**src/rtl/uart_pkg.sv**
```systemverilog
// Shared types and constants for uart_stream_bridge: FSM states, RX buffer entry,
// guard/counter sizing and a saturating-increment helper.
package uart_pkg;

  typedef enum logic [1:0] {
    IDLE  = 2'd0,
    WR    = 2'd1,
    RD    = 2'd2,
    GUARD = 2'd3
  } state_t;

  typedef struct packed {
    logic       perr;
    logic       ferr;
    logic [7:0] data;
  } rx_entry_t;

  localparam int GUARD_MIN = 2;
  localparam int ERRCNT_W  = 8;

  function automatic logic [ERRCNT_W-1:0] sat_inc(input logic [ERRCNT_W-1:0] value,
                                                   input logic                inc);
    sat_inc = (inc && (value != {ERRCNT_W{1'b1}})) ? value + 1'b1 : value;
  endfunction

endpackage

```
**src/rtl/uart_stream_bridge_rxbuf.sv**
```systemverilog
// Two-entry receive buffer of {perr, ferr, data}; head entry is always presented
// on the output, push and pop may coincide.
module uart_stream_bridge_rxbuf
  import uart_pkg::*;
(
  input  logic      CLK,
  input  logic      RESET_N,
  input  logic      push,
  input  rx_entry_t push_entry,
  input  logic      pop,
  output rx_entry_t head,
  output logic [1:0] count
);

  logic       wr_ptr_reg;
  logic       rd_ptr_reg;
  logic [1:0] count_reg;
  logic [1:0] count_next;

  generate
    for (genvar gi = 0; gi < 2; gi++) begin : g_entry
      rx_entry_t entry_reg;
      always_ff @(posedge CLK or negedge RESET_N) begin
        if (!RESET_N) begin
          entry_reg <= '0;
        end else if (push && (wr_ptr_reg == 1'(gi))) begin
          entry_reg <= push_entry;
        end
      end
    end
  endgenerate

  assign head  = rd_ptr_reg ? g_entry[1].entry_reg : g_entry[0].entry_reg;
  assign count = count_reg;

  always_comb begin
    count_next = count_reg;
    case ({push, pop})
      2'b10:   count_next = count_reg + 2'd1;
      2'b01:   count_next = count_reg - 2'd1;
      default: count_next = count_reg;
    endcase
  end

  always_ff @(posedge CLK or negedge RESET_N) begin
    if (!RESET_N) begin
      wr_ptr_reg <= 1'b0;
      rd_ptr_reg <= 1'b0;
      count_reg  <= 2'd0;
    end else begin
      if (push) wr_ptr_reg <= ~wr_ptr_reg;
      if (pop)  rd_ptr_reg <= ~rd_ptr_reg;
      count_reg <= count_next;
    end
  end

endmodule

```
**src/rtl/uart_stream_bridge.sv**
```systemverilog
// Valid/ready byte streams to CoreUART strobe port bridge with round-robin TX/RX
// arbitration. Error counters are built only with UART_STREAM_BRIDGE_ERRCNT_EN.
module uart_stream_bridge
  import uart_pkg::*;
#(
  parameter int GUARD_CYCLES = 2
) (
  input  logic       CLK,
  input  logic       RESET_N,
  input  logic [7:0] tx_data,
  input  logic       tx_valid,
  output logic       tx_ready,
  output logic [7:0] rx_data,
  output logic       rx_perr,
  output logic       rx_ferr,
  output logic       rx_valid,
  input  logic       rx_ready,
  output logic       uart_csn,
  output logic       uart_wen,
  output logic       uart_oen,
  output logic [7:0] uart_din,
  input  logic [7:0] uart_dout,
  input  logic       uart_txrdy,
  input  logic       uart_rxrdy,
  input  logic       uart_parity_err,
  input  logic       uart_framing_err,
  input  logic       uart_overflow,
  input  logic       err_clr,
  output logic [7:0] cnt_perr,
  output logic [7:0] cnt_ferr,
  output logic [7:0] cnt_ovf
);

  localparam int         GUARD_EFF  = (GUARD_CYCLES < GUARD_MIN) ? GUARD_MIN : GUARD_CYCLES;
  localparam logic [3:0] GUARD_LAST = 4'(GUARD_EFF - 1);

  state_t     state_reg, state_next;
  logic [3:0] guard_cnt_reg, guard_cnt_next;
  logic       prio_rx_reg, prio_rx_next;
  logic       csn_reg, wen_reg, oen_reg;
  logic [7:0] din_reg;

  logic       rx_req, tx_win, tx_hs, rx_grant;
  logic       push, pop;
  rx_entry_t  push_entry, head;
  logic [1:0] count;

  // TX loses the slot only when RX is requesting and holds the round-robin priority.
  assign rx_req   = uart_rxrdy && (count < 2'd2);
  assign tx_win   = !(rx_req && prio_rx_reg);
  assign tx_ready = (state_reg == IDLE) && uart_txrdy && tx_win;
  assign tx_hs    = tx_ready && tx_valid;
  assign rx_grant = (state_reg == IDLE) && rx_req && !tx_hs;

  always_comb begin
    state_next     = state_reg;
    guard_cnt_next = guard_cnt_reg;
    prio_rx_next   = prio_rx_reg;
    case (state_reg)
      IDLE: begin
        if (tx_hs) begin
          state_next   = WR;
          prio_rx_next = 1'b1;
        end else if (rx_grant) begin
          state_next   = RD;
          prio_rx_next = 1'b0;
        end
      end
      WR, RD: begin
        state_next     = GUARD;
        guard_cnt_next = 4'd0;
      end
      GUARD: begin
        if (guard_cnt_reg == GUARD_LAST) state_next = IDLE;
        else guard_cnt_next = guard_cnt_reg + 4'd1;
      end
      default: state_next = IDLE;
    endcase
  end

  // Strobes are registered from the next state so they change only on clock edges.
  always_ff @(posedge CLK or negedge RESET_N) begin
    if (!RESET_N) begin
      state_reg     <= IDLE;
      guard_cnt_reg <= 4'd0;
      prio_rx_reg   <= 1'b1;
      csn_reg       <= 1'b1;
      wen_reg       <= 1'b1;
      oen_reg       <= 1'b1;
      din_reg       <= 8'd0;
    end else begin
      state_reg     <= state_next;
      guard_cnt_reg <= guard_cnt_next;
      prio_rx_reg   <= prio_rx_next;
      csn_reg       <= !((state_next == WR) || (state_next == RD));
      wen_reg       <= (state_next != WR);
      oen_reg       <= (state_next != RD);
      if (tx_hs) din_reg <= tx_data;
    end
  end

  assign uart_csn = csn_reg;
  assign uart_wen = wen_reg;
  assign uart_oen = oen_reg;
  assign uart_din = din_reg;

  assign push       = (state_reg == RD);
  assign push_entry = '{perr: uart_parity_err, ferr: uart_framing_err, data: uart_dout};
  assign pop        = rx_valid && rx_ready;

  uart_stream_bridge_rxbuf u_rxbuf (
    .CLK        (CLK),
    .RESET_N    (RESET_N),
    .push       (push),
    .push_entry (push_entry),
    .pop        (pop),
    .head       (head),
    .count      (count)
  );

  assign rx_valid = (count != 2'd0);
  assign rx_data  = head.data;
  assign rx_perr  = head.perr;
  assign rx_ferr  = head.ferr;

`ifdef UART_STREAM_BRIDGE_ERRCNT_EN
  logic       ovf_d_reg;
  logic [2:0] cnt_inc;

  assign cnt_inc = {uart_overflow && !ovf_d_reg, push && push_entry.ferr, push && push_entry.perr};

  always_ff @(posedge CLK or negedge RESET_N) begin
    if (!RESET_N) ovf_d_reg <= 1'b0;
    else          ovf_d_reg <= uart_overflow;
  end

  generate
    for (genvar gi = 0; gi < 3; gi++) begin : g_cnt
      logic [ERRCNT_W-1:0] cnt_reg;
      always_ff @(posedge CLK or negedge RESET_N) begin
        if (!RESET_N)     cnt_reg <= '0;
        else if (err_clr) cnt_reg <= '0;
        else              cnt_reg <= sat_inc(cnt_reg, cnt_inc[gi]);
      end
    end
  endgenerate

  assign cnt_perr = g_cnt[0].cnt_reg;
  assign cnt_ferr = g_cnt[1].cnt_reg;
  assign cnt_ovf  = g_cnt[2].cnt_reg;
`else
  logic unused_errcnt_inputs;
  assign unused_errcnt_inputs = err_clr ^ uart_overflow;
  assign cnt_perr = 8'd0;
  assign cnt_ferr = 8'd0;
  assign cnt_ovf  = 8'd0;
`endif

endmodule
```
**config.mk**
```make
export PLATFORM = sky130hd
export DESIGN_NAME = uart_stream_bridge
export DESIGN_NICKNAME = d
export VERILOG_FILES = /design/src/rtl/uart_pkg.sv /design/src/rtl/uart_stream_bridge_rxbuf.sv /design/src/rtl/uart_stream_bridge.sv
export SDC_FILE = /design/constraint.sdc
export NUM_CORES = 1
export LEC_CHECK = 0
export ABC_AREA = 0
export BUFFER_PORTS_ARGS = -buffer_cell sky130_fd_sc_hd__buf_2
export CAP_MARGIN = 0
export CORE_UTILIZATION = 50
export CTS_CLUSTER_DIAMETER = 100
export DETAILED_ROUTE_END_ITERATION = 6
export GPL_TIMING_DRIVEN = 0
export PLACE_DENSITY = 0.8
export SLEW_MARGIN = 20
export SYNTH_ARGS = -nofsm -noshare
export SYNTH_HDL_FRONTEND = slang
export SYNTH_SLANG_ARGS = --single-unit
```
**constraint.sdc**
```tcl
create_clock -name CLK -period 4.75 [get_ports CLK]
set_input_delay 0.475 -clock CLK [delete_from_list [all_inputs] [get_ports CLK]]
set_output_delay 0.475 -clock CLK [all_outputs]
set_load 0.05 [all_outputs]
```
==> results.md, run 1 <==
* Outcome: completed
* Area of the multi-input gates at 920 sq um
* Number of H-tree levels at 2
* CTS buffer count at 5
* Simple-Gate Fraction of Synth Area at 0.0641
* Die Span X at 66.9 microns
* Design Area, Final at 2600 sq um
* Drt first pass iters at 4
* Worst reg2reg path startpoint: state_reg[1]
* Floorplan Core Area at 4030 sq um
* Post-CTS Setup Inserts at 0
* Yosys warning total at 0
* Final Hold Fails at 0
* DR DRC count at 0
* Largest family of logic cells by synthesized area: multiplexers
* Antenna Cells at 0
* CP endpoint kind: primary output
* Sequential area share after synthesis at 0.501
* Mapped Cells at 163
* Die footprint at 4480 sq um
* Post-DP HPWL at 2540 microns
* Clock Path Buffers at 2
* Final Max Tran Viols at 0
* Critical Path AT at 1.73 ns
* Mapped cell area at 2110 sq um
* Flops & latches, synth at 42
* Mux cell area share after synthesis at 0.228
* WHS at 0.308 ns
* Syn_area_per_cell at 12.9 sq um
* First-pass GRT wire length at 5480 microns
* Total Wirelength at 3510 microns
* Reg2reg setup slack at 2.87 ns
* Cts repair resizes at 0
* Setup_tns at 0 ns
* Antenna Violating Nets Remaining at 0
* Placed cell areas at 2490 sq um
* Share of cells above drive strength 1 at 0.517
* Vias in the first global route at 1290
* Number of top-level pins at 73
* Total global-route track usage at 0.166
* CP required at 4.28 ns
* Routability congestion estimate at 0.785
* Synth-to-Final Area Change at 23.5%
* # setup viols final at 0
* Critical path startpoint category: flop
* Clock tree root driver cell: clkbuf_8
* Vias at 1354
* # clock sinks at 42
* Normalized max-slew margin at 0.392
* Fill count at 326
* Net count, final at 274
* Compound-Gate Fraction of Synth Area at 0.0273
* Xor and xnor area share after synthesis at 0.0208
* Rows at 23
* PortBufs at 46
* Initial Utilization at 0.523
* Largest net degree at the start of global routing at 43
* Seq. cell area at 1060 sq um
* Hold Path Class: input pin to async pin
* Chip height at 66.9 microns
* RSZ-0062 raised after global routing: no
* Max reg flops at 20
* Grt ovf at 0
* Peak Freq at 453 MHz
* CTS tree: done
* Post-synth EDFFs at 0
* Final min period at 2.21 ns
* Max-Cap Viols at 0
* Slew @ Worst Pin at 0.912 ns
* Clock Skew at 0.00717 ns
* WS Path Type: flop to primary output
* Crit-path max FO at 10
* Post-Synth Adder-Cell Area at 0.0534
* # hold bufs at CTS at 0
* Ys async rst share at 1.00
* WL/cell at 12.1 microns
* Final period util at 0.465
* Number of vias per cell at 4.67
* Top FF cell, synth: dfrtp_1
* Yosys cell types at 31
* Reg2Reg Capture Point: uart_oen
* Clk slew on worst S/H paths at 0.08 ns
* First DRT Iteration DRCs at 45
* Initial antenna violation count at 0
* Clock latency on the worst-skew pair at 0.29 ns
* Worst-case reg-to-reg path depth at 8
==> worst max-delay path, stage by stage (launching register included) <==
cell and delay [ns]:
dfrtp_1 0.35, clkbuf_1 0.46, mux2_2 0.41, buf_2 0.21
==> final cells by class <==
class | count | area share
Sequential cell | 42 | 0.406
Clock inverter | 1 | 0.0115
Clock buffer | 7 | 0.0332
Inverter | 6 | 0.00865
Timing Repair Buffer | 46 | 0.0885
Tap cell | 50 | 0.0240
Multi-Input combinational cell | 112 | 0.353
Buffer | 26 | 0.0750
==> cells by family (layout without fill, tap and decap cells) <==
group | after synthesis | after routing
compound gates | 7 | 7
xor+xnor | 5 | 5
fa+ha+maj | 9 | 9
buf+inv | 32 | 86
flops | 42 | 42
mux | 41 | 41
other cells | 1 | 24
simple gates | 26 | 26
==> worst max-delay path by stage <==
stage / endpoint / from / slack (ns)
after floorplan: tx_ready / state_reg[0] / 2.92
final: rx_data[1] / u_rxbuf.rd_ptr_reg / 2.54
after global placement: rx_data[3] / u_rxbuf.rd_ptr_reg / 2.86
after detailed placement: rx_data[1] / u_rxbuf.rd_ptr_reg / 2.84
after global routing: rx_data[2] / u_rxbuf.rd_ptr_reg / 2.44
after CTS: rx_data[1] / u_rxbuf.rd_ptr_reg / 2.50
==> cells in the mapped netlist, types with 2 or more instances <==
cell type | count | share of area
xnor2_1 | 2 | 0.0083
inv_1 | 6 | 0.011
dfstp_2 | 4 | 0.050
mux2_2 | 32 | 0.17
xor2_1 | 3 | 0.012
mux2_4 | 6 | 0.043
mux2i_1 | 3 | 0.014
a32oi_1 | 2 | 0.0083
buf_4 | 24 | 0.086
nand3_1 | 5 | 0.012
nand2_1 | 9 | 0.016
dfrtp_1 | 38 | 0.45
ha_1 | 9 | 0.053
nor2_1 | 3 | 0.0053
==> stage by stage <==
step / util / cells / worst slack (ns)
after CTS: 0.646 / 290 / 2.50
after detailed placement: 0.617 / 282 / 2.84
after global placement: 0.617 / 282 / 2.86
after floorplan: - / 186 / 2.92
final: 0.646 / 290 / 2.54
after global routing: 0.646 / 290 / 2.44
==> cells in the final DEF, fill, tap and decap left out, drive strengths merged, types with 2 or more instances in the layout <==
master and instances:
dfrtp 38, clkbuf 8, or2 2, inv 6
a32oi 2, nand2 9, xor2 3, dfstp 4
nor2 4, mux2 38, nand3 5, xnor2 2
conb 24, ha 9, mux2i 3, buf 71
==> per-layer routing <==
layer / track usage / up-vias / share of wire
met5: 0 / - / 0
met4: 0.0532 / 0 / 0.014
met3: 0.0634 / 7 / 0.068
met2: 0.279 / 53 / 0.49
met1: 0.194 / 633 / 0.43
li1: - / 661 / -
Power of run 1 is not shown: default switching activity piles up to over one toggle a cycle in this logic, so the estimate is an artifact.
==> run 2, diff against run 1 <==
- ABC_AREA: 0 -> 1
- CORE_UTILIZATION: 50 -> 45
- PLACE_DENSITY: 0.8 -> 0.75
- clock period: 4.75 -> 1.9 ns (I/O delays scaled with it)
==> run 2 against run 1 <==
  * Critical path depth up 4
  * Count of clock-buffer cells in the layout decreased by 1
  * Setup slack lost 2.4 ns
  * Cell area rose by 4.9%
  * Sequential cell count did not move
  * First-iteration DRC count rose by 47%
  * Sequential share of layout area fell by 1.9 points
  * Non-clock buffer count increased by 4
  * Die area up 17%
  * Critical endpoint is now tx_ready
  * Highest routed layer unchanged
==> results.md, run 2 <==
* Yosys top cell area share at 0.428 (-0.0231)
* Hold Path Class: input pin to async pin
* Chip height at 72.3 microns (+8.0%)
* GR peak layer: met2
* Clk slew on worst S/H paths at 0.08 ns (about the same)
* Largest net degree at the start of global routing at 43 (unchanged)
* Ranking of synthesized cells by area: dfrtp_1 43%, nand2_1 12%, buf_4 8.1%, o21ai_2 7.5%, inv_1 5.7%
* Most used cell along the critical path: inv_1
* # setup viols final at 0 (unchanged)
* DR DRC count at 0 (unchanged)
* Reg2reg setup slack at 0.26 ns (-2.61 ns)
* Routability congestion estimate at 0.756 (-3.7%)
* Total global-route track usage at 0.166 (about the same)
* CP endpoint kind: primary output
* WS Path Type: flop to primary output
* Xor and xnor area share after synthesis at 0.0158 (-0.00501)
* Yosys warning total at 0 (unchanged)
* Post-CTS Setup Inserts at 0 (unchanged)
* Worst-case reg-to-reg path depth at 9 (+1)
* RSZ-0062 raised after global routing: no
* Vias at 1656 (+22%)
* CTS tree: done
* Post-synth EDFFs at 0 (unchanged)
* Mapped Cells at 249 (+53%)
* Grt ovf at 0 (unchanged)
* Initial antenna violation count at 0 (unchanged)
* Final min period at 1.76 ns
* Post-Synth Adder-Cell Area at 0.0507 (-0.00274)
* Peak Freq at 569 MHz
* Antenna Cells at 0 (unchanged)
* WL/cell at 9.82 microns (-19%)
* Commonest non-fill, non-tap cell in the layout: nand2_1
* Max reg flops at 20 (unchanged)
* Vias in the first global route at 1537 (+19%)
* Pleak at 1.56 nW
* Critical Path AT at 1.57 ns (-0.16 ns)
* Antenna Violating Nets Remaining at 0 (unchanged)
* PortBufs at 46 (unchanged)
* Normalized max-slew margin at 0.392 (about the same)
* Int Pwr at 2.59 mW
* Number of H-tree levels at 2 (unchanged)
* Reg2Reg Capture Point: uart_csn
* Worst reg2reg path startpoint: state_reg[0]
* Clock tree root driver cell: clkbuf_8
* GR Layer Usage met2 at 0.293 (+0.0138)
* Rows at 25 (+8.7%)
* Area of the multi-input gates at 891 sq um (-3.1%)
* Final Hold Fails at 0 (unchanged)
* Synth-to-Final Area Change at 22.9%
* Ys async rst share at 1.00 (unchanged)
* Die Span X at 72.3 microns (+8.0%)
* Yosys top cell by area: dfrtp_1
* First-pass GRT wire length at 6610 microns (+21%)
* Met3 GRT Util at 0.0569 (-0.00641)
* Mux cell area share after synthesis at 0 (-0.228)
* Yosys cell types at 28 (-9.7%)
* Largest family of logic cells by synthesized area: simple AND/OR/NAND/NOR gates
* Die footprint at 5220 sq um (+17%)
* Drt first pass iters at 4 (unchanged)
* First DRT Iteration DRCs at 66 (+47%)
* Cts repair resizes at 0 (unchanged)
* CP required at 1.71 ns (-2.57 ns)
* Syn_area_per_cell at 8.92 sq um (-31%)
* Sw Ratio at 0.507
* # clock sinks at 42 (unchanged)
* Number of vias per cell at 4.22 (-9.5%)
* Total Wirelength at 3850 microns (+9.8%)
* Seq. cell area at 1060 sq um (unchanged)
* Net count, final at 359 (+31%)
* Placed cell areas at 2620 sq um (+5.4%)
* Flops & latches, synth at 42 (unchanged)
* Simple-Gate Fraction of Synth Area at 0.183 (+0.118)
* VDD IR max at 1010 uV
* Clock Path Buffers at 2 (unchanged)
* Sequential area share after synthesis at 0.475 (-0.0257)
* Slew @ Worst Pin at 0.913 ns (+0.000386 ns)
* Flop pwr share at 0.305
* Slowest stage delay, CP at 0.40 ns (-0.06 ns)
* P_sw at 2.66 mW
* Post-DP HPWL at 2800 microns (+10%)
* Launch point of the worst path: state_reg[0]
* Fill count at 422 (+29%)
* P per Cell Area at 1920 nW/um^2
* Max-Cap Viols at 0 (unchanged)
* Setup_tns at 0 ns (unchanged)
* Clock Skew at 0.00889 ns (+0.00172 ns)
* Worst-path cell chain: inv_1, ha_1, nand2_1, inv_1, nand2_1, inv_1, clkbuf_4
* Most frequent cell after synthesis: nand2_1
* Compound-Gate Fraction of Synth Area at 0.112 (+0.0842)
* Share of cells above drive strength 1 at 0.348 (-0.169)
* Post-Route Utilization at 0.578 (-0.0679)
* Initial Utilization at 0.470 (-0.0528)
* Logic pwr share at 0.562
* Clock latency on the worst-skew pair at 0.30 ns (about the same)
* Final Max Tran Viols at 0 (unchanged)
* Final period util at 0.926
* Design Area, Final at 2730 sq um (+4.9%)
* Most frequent cells in the layout: 72 x nand2_1, 45 x buf_2, 38 x dfrtp_1, 34 x inv_1
* Crit-path slowest cell: dfrtp_1
* Critical path startpoint category: flop
* M1 GR Usage at 0.198 (+0.00368)
* Synth cell count leaders: 72 x nand2_1, 38 x dfrtp_1, 34 x inv_1
* Clock share of power at 0.133
* Floorplan Core Area at 4720 sq um (+17%)
* Number of top-level pins at 73 (unchanged)
* Mapped cell area at 2220 sq um (+5.4%)
* Outcome: completed
* Top FF cell, synth: dfrtp_1
* CTS buffer count at 5 (unchanged)
* # hold bufs at CTS at 0 (unchanged)
* Crit-path max FO at 4 (-6)
-- run 2: changes by cell type after synthesis, sizes merged, moves of 3 or more --
cell,previous run,this run
mux2i,3,0
clkbuf,1,4
nand2,9,76
inv,6,35
o21ai,1,33
mux2,38,0
nand3,5,10
-- run 2: routing by layer --
layer | routed length (microns) | part of all wire
met2 | 1840 | 0.48
met5 | 0 | 0
met3 | 223 | 0.058
met4 | 32 | 0.0083
met1 | 1750 | 0.46
-- run 2: cells by family after synthesis --
kind of cell	count (synthesis)
flops	42
simple gates	92
xor+xnor	4
buf+inv	66
compound gates	35
fa+ha+maj	9
other cells	1
-- run 2: worst max-delay path by stage --
stage	slack (ns)	depth (start not counted)	end
floorplan	0.12	7	u_rxbuf.count[1]
global placement	0.29	9	uart_csn
detailed placement	0.25	9	uart_csn
CTS	0.09	5	rx_perr
global route	0.01	7	tx_ready
finish	0.14	7	tx_ready
-- run 2: cell type report --
cell class              count  share of cell area
clock inverters             2              0.0137
plain buffers              30              0.0825
repair buffers             46              0.0852
flip-flops and latches     42               0.387
clock buffers               6              0.0266
inverters                  35              0.0481
well taps                  67              0.0307
multi-input cells         164               0.326
-- run 2: through the flow --
step / setup slack (ns) / hold WS, ns / std cells / total power, mW
detailed placement: 0.247 / 0.376 / 385 / 4.60
global route: 0.0130 / 0.104 / 392 / 5.66
CTS: 0.0917 / 0.0448 / 393 / 5.31
finish: 0.141 / 0.0111 / 392 / 5.25
floorplan: 0.117 / -0.106 / 272 / 3.98
global placement: 0.294 / 0.381 / 385 / 4.53
-- run 2: power groups by stage --
stage                     Sequential, mW  Clock (mW)  Combinational [mW]
after detailed placement            1.61           0                2.99
after global routing                1.66       0.753                3.25
after CTS                           1.60       0.718                2.99
after floorplan                     1.95           0                2.03
after global placement              1.60           0                2.93
final                               1.60       0.698                2.95
-- run 2: critical path: cells and delay by family (launching register included) --
family        cells  cell delay (ns)
fa+ha+maj         1             0.22
buf+inv           4             0.51
flops             1             0.40
simple gates      2             0.14
Note: power is estimated with default switching activity, not from simulation.
